--- config.mk ---
export PLATFORM = sky130hd
export DESIGN_NAME = fixed_point_reservation_station_flat
export DESIGN_NICKNAME = d
export VERILOG_FILES = /design/src/rtl/fixed_point_reservation_station_if.sv /design/src/rtl/fixed_point_reservation_station.sv /design/src/flat_wrapper.sv
export SDC_FILE = /design/constraint.sdc
export NUM_CORES = 1
export LEC_CHECK = 0
export CAP_MARGIN = 5
export CORE_UTILIZATION = 61
export CTS_CLUSTER_SIZE = 14
export DETAILED_ROUTE_END_ITERATION = 6
export GPL_TIMING_DRIVEN = 0
export PLACE_DENSITY = 0.88
export SYNTH_ARGS = -nofsm -noshare
export SYNTH_HDL_FRONTEND = slang
export SYNTH_SLANG_ARGS = --single-unit
--- constraint.sdc ---
create_clock -name clk -period 44.9 [get_ports clk]
set_clock_uncertainty 0.05 [all_clocks]
set_input_delay 11.225 -clock clk [delete_from_list [all_inputs] [get_ports clk]]
set_output_delay 11.225 -clock clk [all_outputs]
set_load 0.01 [all_outputs]
--- src/rtl/fixed_point_reservation_station_if.sv ---
// Dispatch, result broadcast and issue signals of one reservation station.
interface fixed_point_reservation_station_if #(
  parameter int RS_ID_WIDTH  = 5,
  parameter int OPERANDS     = 2,
  parameter int DATA_WIDTH   = 32,
  parameter int DECODE_WIDTH = 32
);
  logic                             input_valid;
  logic                             input_ready;
  logic [DECODE_WIDTH-1:0]          input_decode;
  logic [OPERANDS-1:0]              input_op_valid;
  logic [OPERANDS*DATA_WIDTH-1:0]   input_op_value;
  logic [OPERANDS*RS_ID_WIDTH-1:0]  input_op_tag;
  logic [RS_ID_WIDTH-1:0]           id_taken;
  logic                             result_valid;
  logic [RS_ID_WIDTH-1:0]           result_id;
  logic [DATA_WIDTH-1:0]            result_data;
  logic                             output_valid;
  logic                             output_ready;
  logic [DECODE_WIDTH-1:0]          output_decode;
  logic [OPERANDS*DATA_WIDTH-1:0]   output_op_value;
  logic [RS_ID_WIDTH-1:0]           output_id;

  modport master (
    output input_valid, input_decode, input_op_valid, input_op_value, input_op_tag,
           result_valid, result_id, result_data, output_ready,
    input  input_ready, id_taken, output_valid, output_decode, output_op_value, output_id
  );

  modport slave (
    input  input_valid, input_decode, input_op_valid, input_op_value, input_op_tag,
           result_valid, result_id, result_data, output_ready,
    output input_ready, id_taken, output_valid, output_decode, output_op_value, output_id
  );
endinterface

--- src/rtl/fixed_point_reservation_station.sv ---
// Per-unit reservation station: holds dispatched instructions until every
// source operand is present (directly or via result broadcast), then issues
// the lowest-index ready slot to the execution unit.
module fixed_point_reservation_station #(
  parameter int RS_ID_WIDTH  = 5,
  parameter int RS_OFFSET    = 0,
  parameter int RS_DEPTH     = 4,
  parameter int OPERANDS     = 2,
  parameter int DATA_WIDTH   = 32,
  parameter int DECODE_WIDTH = 32
) (
  input logic clk,
  input logic rst,
  input logic flush,
  fixed_point_reservation_station_if.slave bus
);
  localparam int IDX_W = (RS_DEPTH > 1) ? $clog2(RS_DEPTH) : 1;
  localparam logic [RS_ID_WIDTH-1:0] ID_BASE = RS_ID_WIDTH'(RS_OFFSET);

  logic                    busy       [RS_DEPTH];
  logic [DECODE_WIDTH-1:0] decode_q   [RS_DEPTH];
  logic                    op_valid_q [RS_DEPTH][OPERANDS];
  logic [DATA_WIDTH-1:0]   op_value_q [RS_DEPTH][OPERANDS];
  logic [RS_ID_WIDTH-1:0]  op_tag_q   [RS_DEPTH][OPERANDS];

  logic             slot_ready [RS_DEPTH];
  logic             any_free;
  logic             any_ready;
  logic [IDX_W-1:0] free_idx;
  logic [IDX_W-1:0] issue_idx;
  logic             accept;
  logic             issue;

  // A slot may issue once it is busy and all its operands are captured.
  always_comb begin
    for (int i = 0; i < RS_DEPTH; i++) begin
      slot_ready[i] = busy[i];
      for (int k = 0; k < OPERANDS; k++) slot_ready[i] = slot_ready[i] & op_valid_q[i][k];
    end
  end

  // Priority encoders: lowest free slot for allocation, lowest ready slot for issue.
  always_comb begin
    any_free  = 1'b0;
    free_idx  = '0;
    any_ready = 1'b0;
    issue_idx = '0;
    for (int i = RS_DEPTH - 1; i >= 0; i--) begin
      if (!busy[i]) begin
        any_free = 1'b1;
        free_idx = IDX_W'(i);
      end
      if (slot_ready[i]) begin
        any_ready = 1'b1;
        issue_idx = IDX_W'(i);
      end
    end
  end

  assign accept           = bus.input_valid & any_free & ~flush;
  assign issue            = any_ready & bus.output_ready;
  assign bus.input_ready  = any_free;
  assign bus.id_taken     = ID_BASE + RS_ID_WIDTH'(free_idx);
  assign bus.output_valid = any_ready;

  // Issue fields come straight from the selected slot; zero while nothing is ready.
  always_comb begin
    bus.output_decode   = '0;
    bus.output_op_value = '0;
    bus.output_id       = '0;
    if (any_ready) begin
      bus.output_decode = decode_q[issue_idx];
      bus.output_id     = ID_BASE + RS_ID_WIDTH'(issue_idx);
      for (int k = 0; k < OPERANDS; k++)
        bus.output_op_value[(OPERANDS-1-k)*DATA_WIDTH +: DATA_WIDTH] = op_value_q[issue_idx][k];
    end
  end

  // Slot state: flush beats everything; otherwise wake-up, issue free and allocation.
  // The allocated slot is free at the start of the cycle, so it never collides with
  // the issuing slot, and its operand capture includes a same-cycle broadcast bypass.
  always_ff @(posedge clk or posedge rst) begin
    if (rst) begin
      for (int i = 0; i < RS_DEPTH; i++) begin
        busy[i]     <= 1'b0;
        decode_q[i] <= '0;
        for (int k = 0; k < OPERANDS; k++) begin
          op_valid_q[i][k] <= 1'b0;
          op_value_q[i][k] <= '0;
          op_tag_q[i][k]   <= '0;
        end
      end
    end else if (flush) begin
      for (int i = 0; i < RS_DEPTH; i++) begin
        busy[i] <= 1'b0;
        for (int k = 0; k < OPERANDS; k++) op_valid_q[i][k] <= 1'b0;
      end
    end else begin
      for (int i = 0; i < RS_DEPTH; i++) begin
        for (int k = 0; k < OPERANDS; k++) begin
          if (bus.result_valid && busy[i] && !op_valid_q[i][k] &&
              op_tag_q[i][k] == bus.result_id) begin
            op_valid_q[i][k] <= 1'b1;
            op_value_q[i][k] <= bus.result_data;
          end
        end
        if (issue && IDX_W'(i) == issue_idx) busy[i] <= 1'b0;
        if (accept && IDX_W'(i) == free_idx) begin
          busy[i]     <= 1'b1;
          decode_q[i] <= bus.input_decode;
          for (int k = 0; k < OPERANDS; k++) begin
            op_tag_q[i][k] <= bus.input_op_tag[(OPERANDS-1-k)*RS_ID_WIDTH +: RS_ID_WIDTH];
            if (bus.input_op_valid[OPERANDS-1-k]) begin
              op_valid_q[i][k] <= 1'b1;
              op_value_q[i][k] <= bus.input_op_value[(OPERANDS-1-k)*DATA_WIDTH +: DATA_WIDTH];
            end else if (bus.result_valid &&
                         bus.input_op_tag[(OPERANDS-1-k)*RS_ID_WIDTH +: RS_ID_WIDTH] == bus.result_id) begin
              op_valid_q[i][k] <= 1'b1;
              op_value_q[i][k] <= bus.result_data;
            end else begin
              op_valid_q[i][k] <= 1'b0;
              op_value_q[i][k] <= bus.input_op_value[(OPERANDS-1-k)*DATA_WIDTH +: DATA_WIDTH];
            end
          end
        end
      end
    end
  end
endmodule

--- src/flat_wrapper.sv ---
// flat-port wrapper written by rule: the top's interface ports become plain ports
module fixed_point_reservation_station_flat 
#(
  parameter int RS_ID_WIDTH  = 5,
  parameter int RS_OFFSET    = 0,
  parameter int RS_DEPTH     = 4,
  parameter int OPERANDS     = 2,
  parameter int DATA_WIDTH   = 32,
  parameter int DECODE_WIDTH = 32
)
  (clk, rst, flush, bus_input_valid, bus_input_decode, bus_input_op_valid, bus_input_op_value, bus_input_op_tag, bus_result_valid, bus_result_id, bus_result_data, bus_output_ready, bus_input_ready, bus_id_taken, bus_output_valid, bus_output_decode, bus_output_op_value, bus_output_id);
  fixed_point_reservation_station_if #(.RS_ID_WIDTH(RS_ID_WIDTH), .OPERANDS(OPERANDS), .DATA_WIDTH(DATA_WIDTH), .DECODE_WIDTH(DECODE_WIDTH)) bus_i ();
  input logic clk;
  input logic rst;
  input logic flush;
  input wire logic [$bits(bus_i.input_valid)-1:0] bus_input_valid;
  input wire logic [$bits(bus_i.input_decode)-1:0] bus_input_decode;
  input wire logic [$bits(bus_i.input_op_valid)-1:0] bus_input_op_valid;
  input wire logic [$bits(bus_i.input_op_value)-1:0] bus_input_op_value;
  input wire logic [$bits(bus_i.input_op_tag)-1:0] bus_input_op_tag;
  input wire logic [$bits(bus_i.result_valid)-1:0] bus_result_valid;
  input wire logic [$bits(bus_i.result_id)-1:0] bus_result_id;
  input wire logic [$bits(bus_i.result_data)-1:0] bus_result_data;
  input wire logic [$bits(bus_i.output_ready)-1:0] bus_output_ready;
  output wire logic [$bits(bus_i.input_ready)-1:0] bus_input_ready;
  output wire logic [$bits(bus_i.id_taken)-1:0] bus_id_taken;
  output wire logic [$bits(bus_i.output_valid)-1:0] bus_output_valid;
  output wire logic [$bits(bus_i.output_decode)-1:0] bus_output_decode;
  output wire logic [$bits(bus_i.output_op_value)-1:0] bus_output_op_value;
  output wire logic [$bits(bus_i.output_id)-1:0] bus_output_id;
  assign bus_i.input_valid = bus_input_valid;
  assign bus_i.input_decode = bus_input_decode;
  assign bus_i.input_op_valid = bus_input_op_valid;
  assign bus_i.input_op_value = bus_input_op_value;
  assign bus_i.input_op_tag = bus_input_op_tag;
  assign bus_i.result_valid = bus_result_valid;
  assign bus_i.result_id = bus_result_id;
  assign bus_i.result_data = bus_result_data;
  assign bus_i.output_ready = bus_output_ready;
  assign bus_input_ready = bus_i.input_ready;
  assign bus_id_taken = bus_i.id_taken;
  assign bus_output_valid = bus_i.output_valid;
  assign bus_output_decode = bus_i.output_decode;
  assign bus_output_op_value = bus_i.output_op_value;
  assign bus_output_id = bus_i.output_id;
  fixed_point_reservation_station #(.RS_ID_WIDTH(RS_ID_WIDTH), .RS_OFFSET(RS_OFFSET), .RS_DEPTH(RS_DEPTH), .OPERANDS(OPERANDS), .DATA_WIDTH(DATA_WIDTH), .DECODE_WIDTH(DECODE_WIDTH)) u_core (.clk(clk), .rst(rst), .flush(flush), .bus(bus_i));
endmodule
==> flow_summary.ini <==
[grt]
globalRouteOverflowTotal = 0
via_count_of_the_first_global_routing_pass = 21169
globalRouteTotalUtil_pct = 41.15
initial_antenna_violation_count = 4
grt_max_degree = 129
grt_first_pass_wirelength_um = 116000

[timing]
setup_viol_count_final = 0
final_max_slew_viol_count = 0
max_freq_mhz = 61.72
min_period_over_period_pct = 36.08
setup-tns-final_ps = 0
report.final.hold_viol_count = 0
fin_crit_ps = 16200
maxSlewHeadroom_pct = 7.768
tightestPinTransition_ps = 1378
rsz0062_at_grt = false

[die]
fp.coreArea_um2 = 35480
die_ar_um2 = 36700
rows = 69
dieWidth_um = 191.6
dieHeight_um = 191.6
floorplan.initialDensity_pct = 61.78
io-pin-count = 259

[finish]
final_cell_count_no_fill = 3199
finalInstanceArea_um2 = 26640
seqCellArea_um2 = 10910
synthToLayoutAreaGrowth_pct = 21.52
nets = 2848
multiInputGateArea_um2 = 9763
layout-drive-gt1-share_pct = 8.449
fillers = 2393

[critical_path]
cp.buffers_inverters = 6
crit_fanout = 10
worstSetupStartpointType = flop
critPathCaptureType = primary output
reg2reg_setup_slack_ps = 41480
worstSetupPathType = reg -> out
worst_ep_arrival_ps = 4930
critical-path-slowest-cell = sky130_fd_sc_hd__clkdlybuf4s50_1
cell_seen_most_often_among_critical_path_stages = sky130_fd_sc_hd__buf_2
worstPathCellList = buf_2, and3_1, clkbuf_1, nor2b_1, a21o_1, clkbuf_1, buf_2, buf_2, a22oi_1, a21oi_1, clkdlybuf4s50_1
crit-reg2reg-launch = u_core.busy[1]
critPathRequiredTime_ps = 33620
crit_path_max_incr_delay_ps = 630
top_family_by_delay_on_critical_path = buffers and inverters
rr_worst_depth = 8
r2r_end = u_core.busy[0]

[placed_design]
detailedPlacementHpwl_um = 51010
gp_congestion = 0.9572
dpl_cell_area_um2 = 25080
dp_cells = 3110
portBuffers = 247

[cts]
cts_tree = done
cts_hold_repair.buffers = 0
h-tree-depth = 2
clock_slew_seen_by_the_registers_of_the_worst_setup_and_hold_paths_ps = 60
clkLatencyLatePin_ps = 550
cts.repair_timing.setup_buffer_count = 0
cts-root-to-sink-buffers = 3
cts_made_buffers = 46
ctsResizeCount = 0
cts_root_buffer = sky130_fd_sc_hd__clkbuf_16
clock_sink_count = 436

[detailed_routing]
post_drt_wl_per_cell_um = 23.53
avg_vias_per_cell = 6.601
detailroute.via_count = 21118
routed_wl_um = 75290
antenna_violating_nets_post_route = 0
drt-initial-drc-count = 2908
first_drt_pass_iteration_count = 7
post-route-drc-count = 5

[power_and_ir_drop]
p_leak_uw = 0.01235
worst_ir_drop_vdd_uv = 39.78
powerDensity_nw_per_um2 = 41.54

[min_path]
hold_path_class = reg -> reg
timing.hold.worst_path_depth = 2
hold_sp = u_core.decode_q[65]
min_delay_endpoint = u_core.decode_q[65]

[yosys]
post_synth_instance_area_um2 = 21920
synthesis.instances = 2394
postSynth.asyncResetShare_pct = 100.0
ys_types = 53
synth_seq_cells = 436
synth-seq-area-share_pct = 49.77
ys_warn_count = 0
ys.flop_type = sky130_fd_sc_hd__dfrtp_1
syn_avg_cell_area_um2 = 9.156
synth_edf_count = 0

[flow_run]
drv.max_cap_violation_count = 0

[outcome]
failed_checks = design-rule violations
run_status = finished, violations left
==> layout by cell type (no fill, tap or decap), drive strengths merged, types with 6 or more instances in the layout <==
cell	Yosys	final
and3	34	34
clkbuf	121	194
buf	81	84
o21ai	7	7
a22oi	97	97
a22o	96	96
xnor2	37	37
conb	1	6
nand3	11	11
clkinv	0	9
nand2b	35	35
mux2i	95	95
xor2	13	13
or3	35	35
nor2	167	167
a21oi	203	203
clkdlybuf4s50	0	247
inv	99	99
o221a	64	64
nand2	616	616
a221oi	64	64
a221o	32	32
dfrtp	436	436
==> tightest hold or removal path: stages, from the launching register on <==
cell and delay, ps:
sky130_fd_sc_hd__dfrtp_1 340, sky130_fd_sc_hd__nand2_1 50, sky130_fd_sc_hd__nand2_1 50
==> cells in the mapped netlist (10+ instances only) <==
library cell / number / share of area [%]
sky130_fd_sc_hd__nand3_1: 11 / 0.25
sky130_fd_sc_hd__inv_1: 99 / 1.7
sky130_fd_sc_hd__mux2i_1: 95 / 4.3
sky130_fd_sc_hd__dfrtp_1: 436 / 50
sky130_fd_sc_hd__a221oi_1: 54 / 2.2
sky130_fd_sc_hd__clkbuf_1: 121 / 2.1
sky130_fd_sc_hd__o221a_2: 64 / 3.3
sky130_fd_sc_hd__xnor2_1: 37 / 1.5
sky130_fd_sc_hd__buf_4: 21 / 0.72
sky130_fd_sc_hd__a22o_1: 96 / 3.8
sky130_fd_sc_hd__nor2_1: 167 / 2.9
sky130_fd_sc_hd__a221oi_2: 10 / 0.68
sky130_fd_sc_hd__and3_1: 34 / 0.97
sky130_fd_sc_hd__buf_1: 15 / 0.26
sky130_fd_sc_hd__a21oi_1: 201 / 4.6
sky130_fd_sc_hd__xor2_1: 13 / 0.52
sky130_fd_sc_hd__buf_2: 45 / 1.0
sky130_fd_sc_hd__or3_1: 35 / 1.0
sky130_fd_sc_hd__nand2_1: 616 / 11
sky130_fd_sc_hd__a221o_1: 32 / 1.5
sky130_fd_sc_hd__nand2b_1: 35 / 1.0
sky130_fd_sc_hd__a22oi_1: 97 / 3.3
==> worst max path at each step <==
stage,slack [ps],end,from,cells after the start
floorplan,21480,u_core.busy[0],rst,1
detailed placement,29600,bus_output_op_value[33],u_core.busy[3],9
global route,28760,bus_output_op_value[32],u_core.busy[1],11
finish,28700,bus_output_op_value[32],u_core.busy[1],11
global placement,16730,u_core.decode_q[27],rst,2
CTS,29010,bus_output_op_value[33],u_core.busy[3],9
==> cell families after synthesis <==
family                    Yosys count  synth area share [%]
buffers and inverters             301                 5.771
AOI/OAI and AO/OA                 584                 20.49
muxes                              95                 4.338
other                               1               0.01711
xor gates and xnor gates           50                 1.998
and+or+nand+nor                   927                 17.61
DFF                               436                 49.77
==> per-layer routing <==
metal / share of wire, % / GRT usage, % / routed length (um)
met3: 12 / 10.23 / 9199
met2: 46 / 65.68 / 34550
met5: 0.015 / 0 / 11
met4: 6.3 / 22.99 / 4727
met1: 36 / 51.28 / 26800
==> power breakdown <==
part / internal (uW) / switching, uW / total [uW]
logic: 87.6 / 97.0 / 185
registers: 478 / 52.7 / 531
clock network: 231 / 160 / 391
total: 797 / 310 / 1110
==> layout make-up <==
type	count	area share, %
flip-flops and latches	436	40.96
clock inverters	12	0.4228
repair buffers	250	9.592
clock buffers	73	5.392
inverters	99	1.423
plain buffers	202	3.354
well taps	461	2.165
diodes	4	0.03758
multi-input cells	1662	36.65
==> through the flow <==
step / power (uW) / setup WS, ps / hold slack, ps / utilization [%]
after floorplan: 644.7 / 21480 / 395.5 / -
after global placement: 697.3 / 16730 / 407.4 / 70.42
after detailed placement: 712.3 / 29600 / 412.6 / 70.68
after CTS: 1100 / 29010 / 427.5 / 75.04
after global routing: 1146 / 28760 / 439.3 / 75.04
final: 1107 / 28700 / 425.9 / 75.07
==> state kept, by name, summed over array words and instances (netlist names) <==
signal	count
u_core.op_valid_q	8
u_core.decode_q	128
u_core.busy	4
u_core.op_value_q	256
u_core.op_tag_q	40
Note: power is estimated with default switching activity, not from simulation.
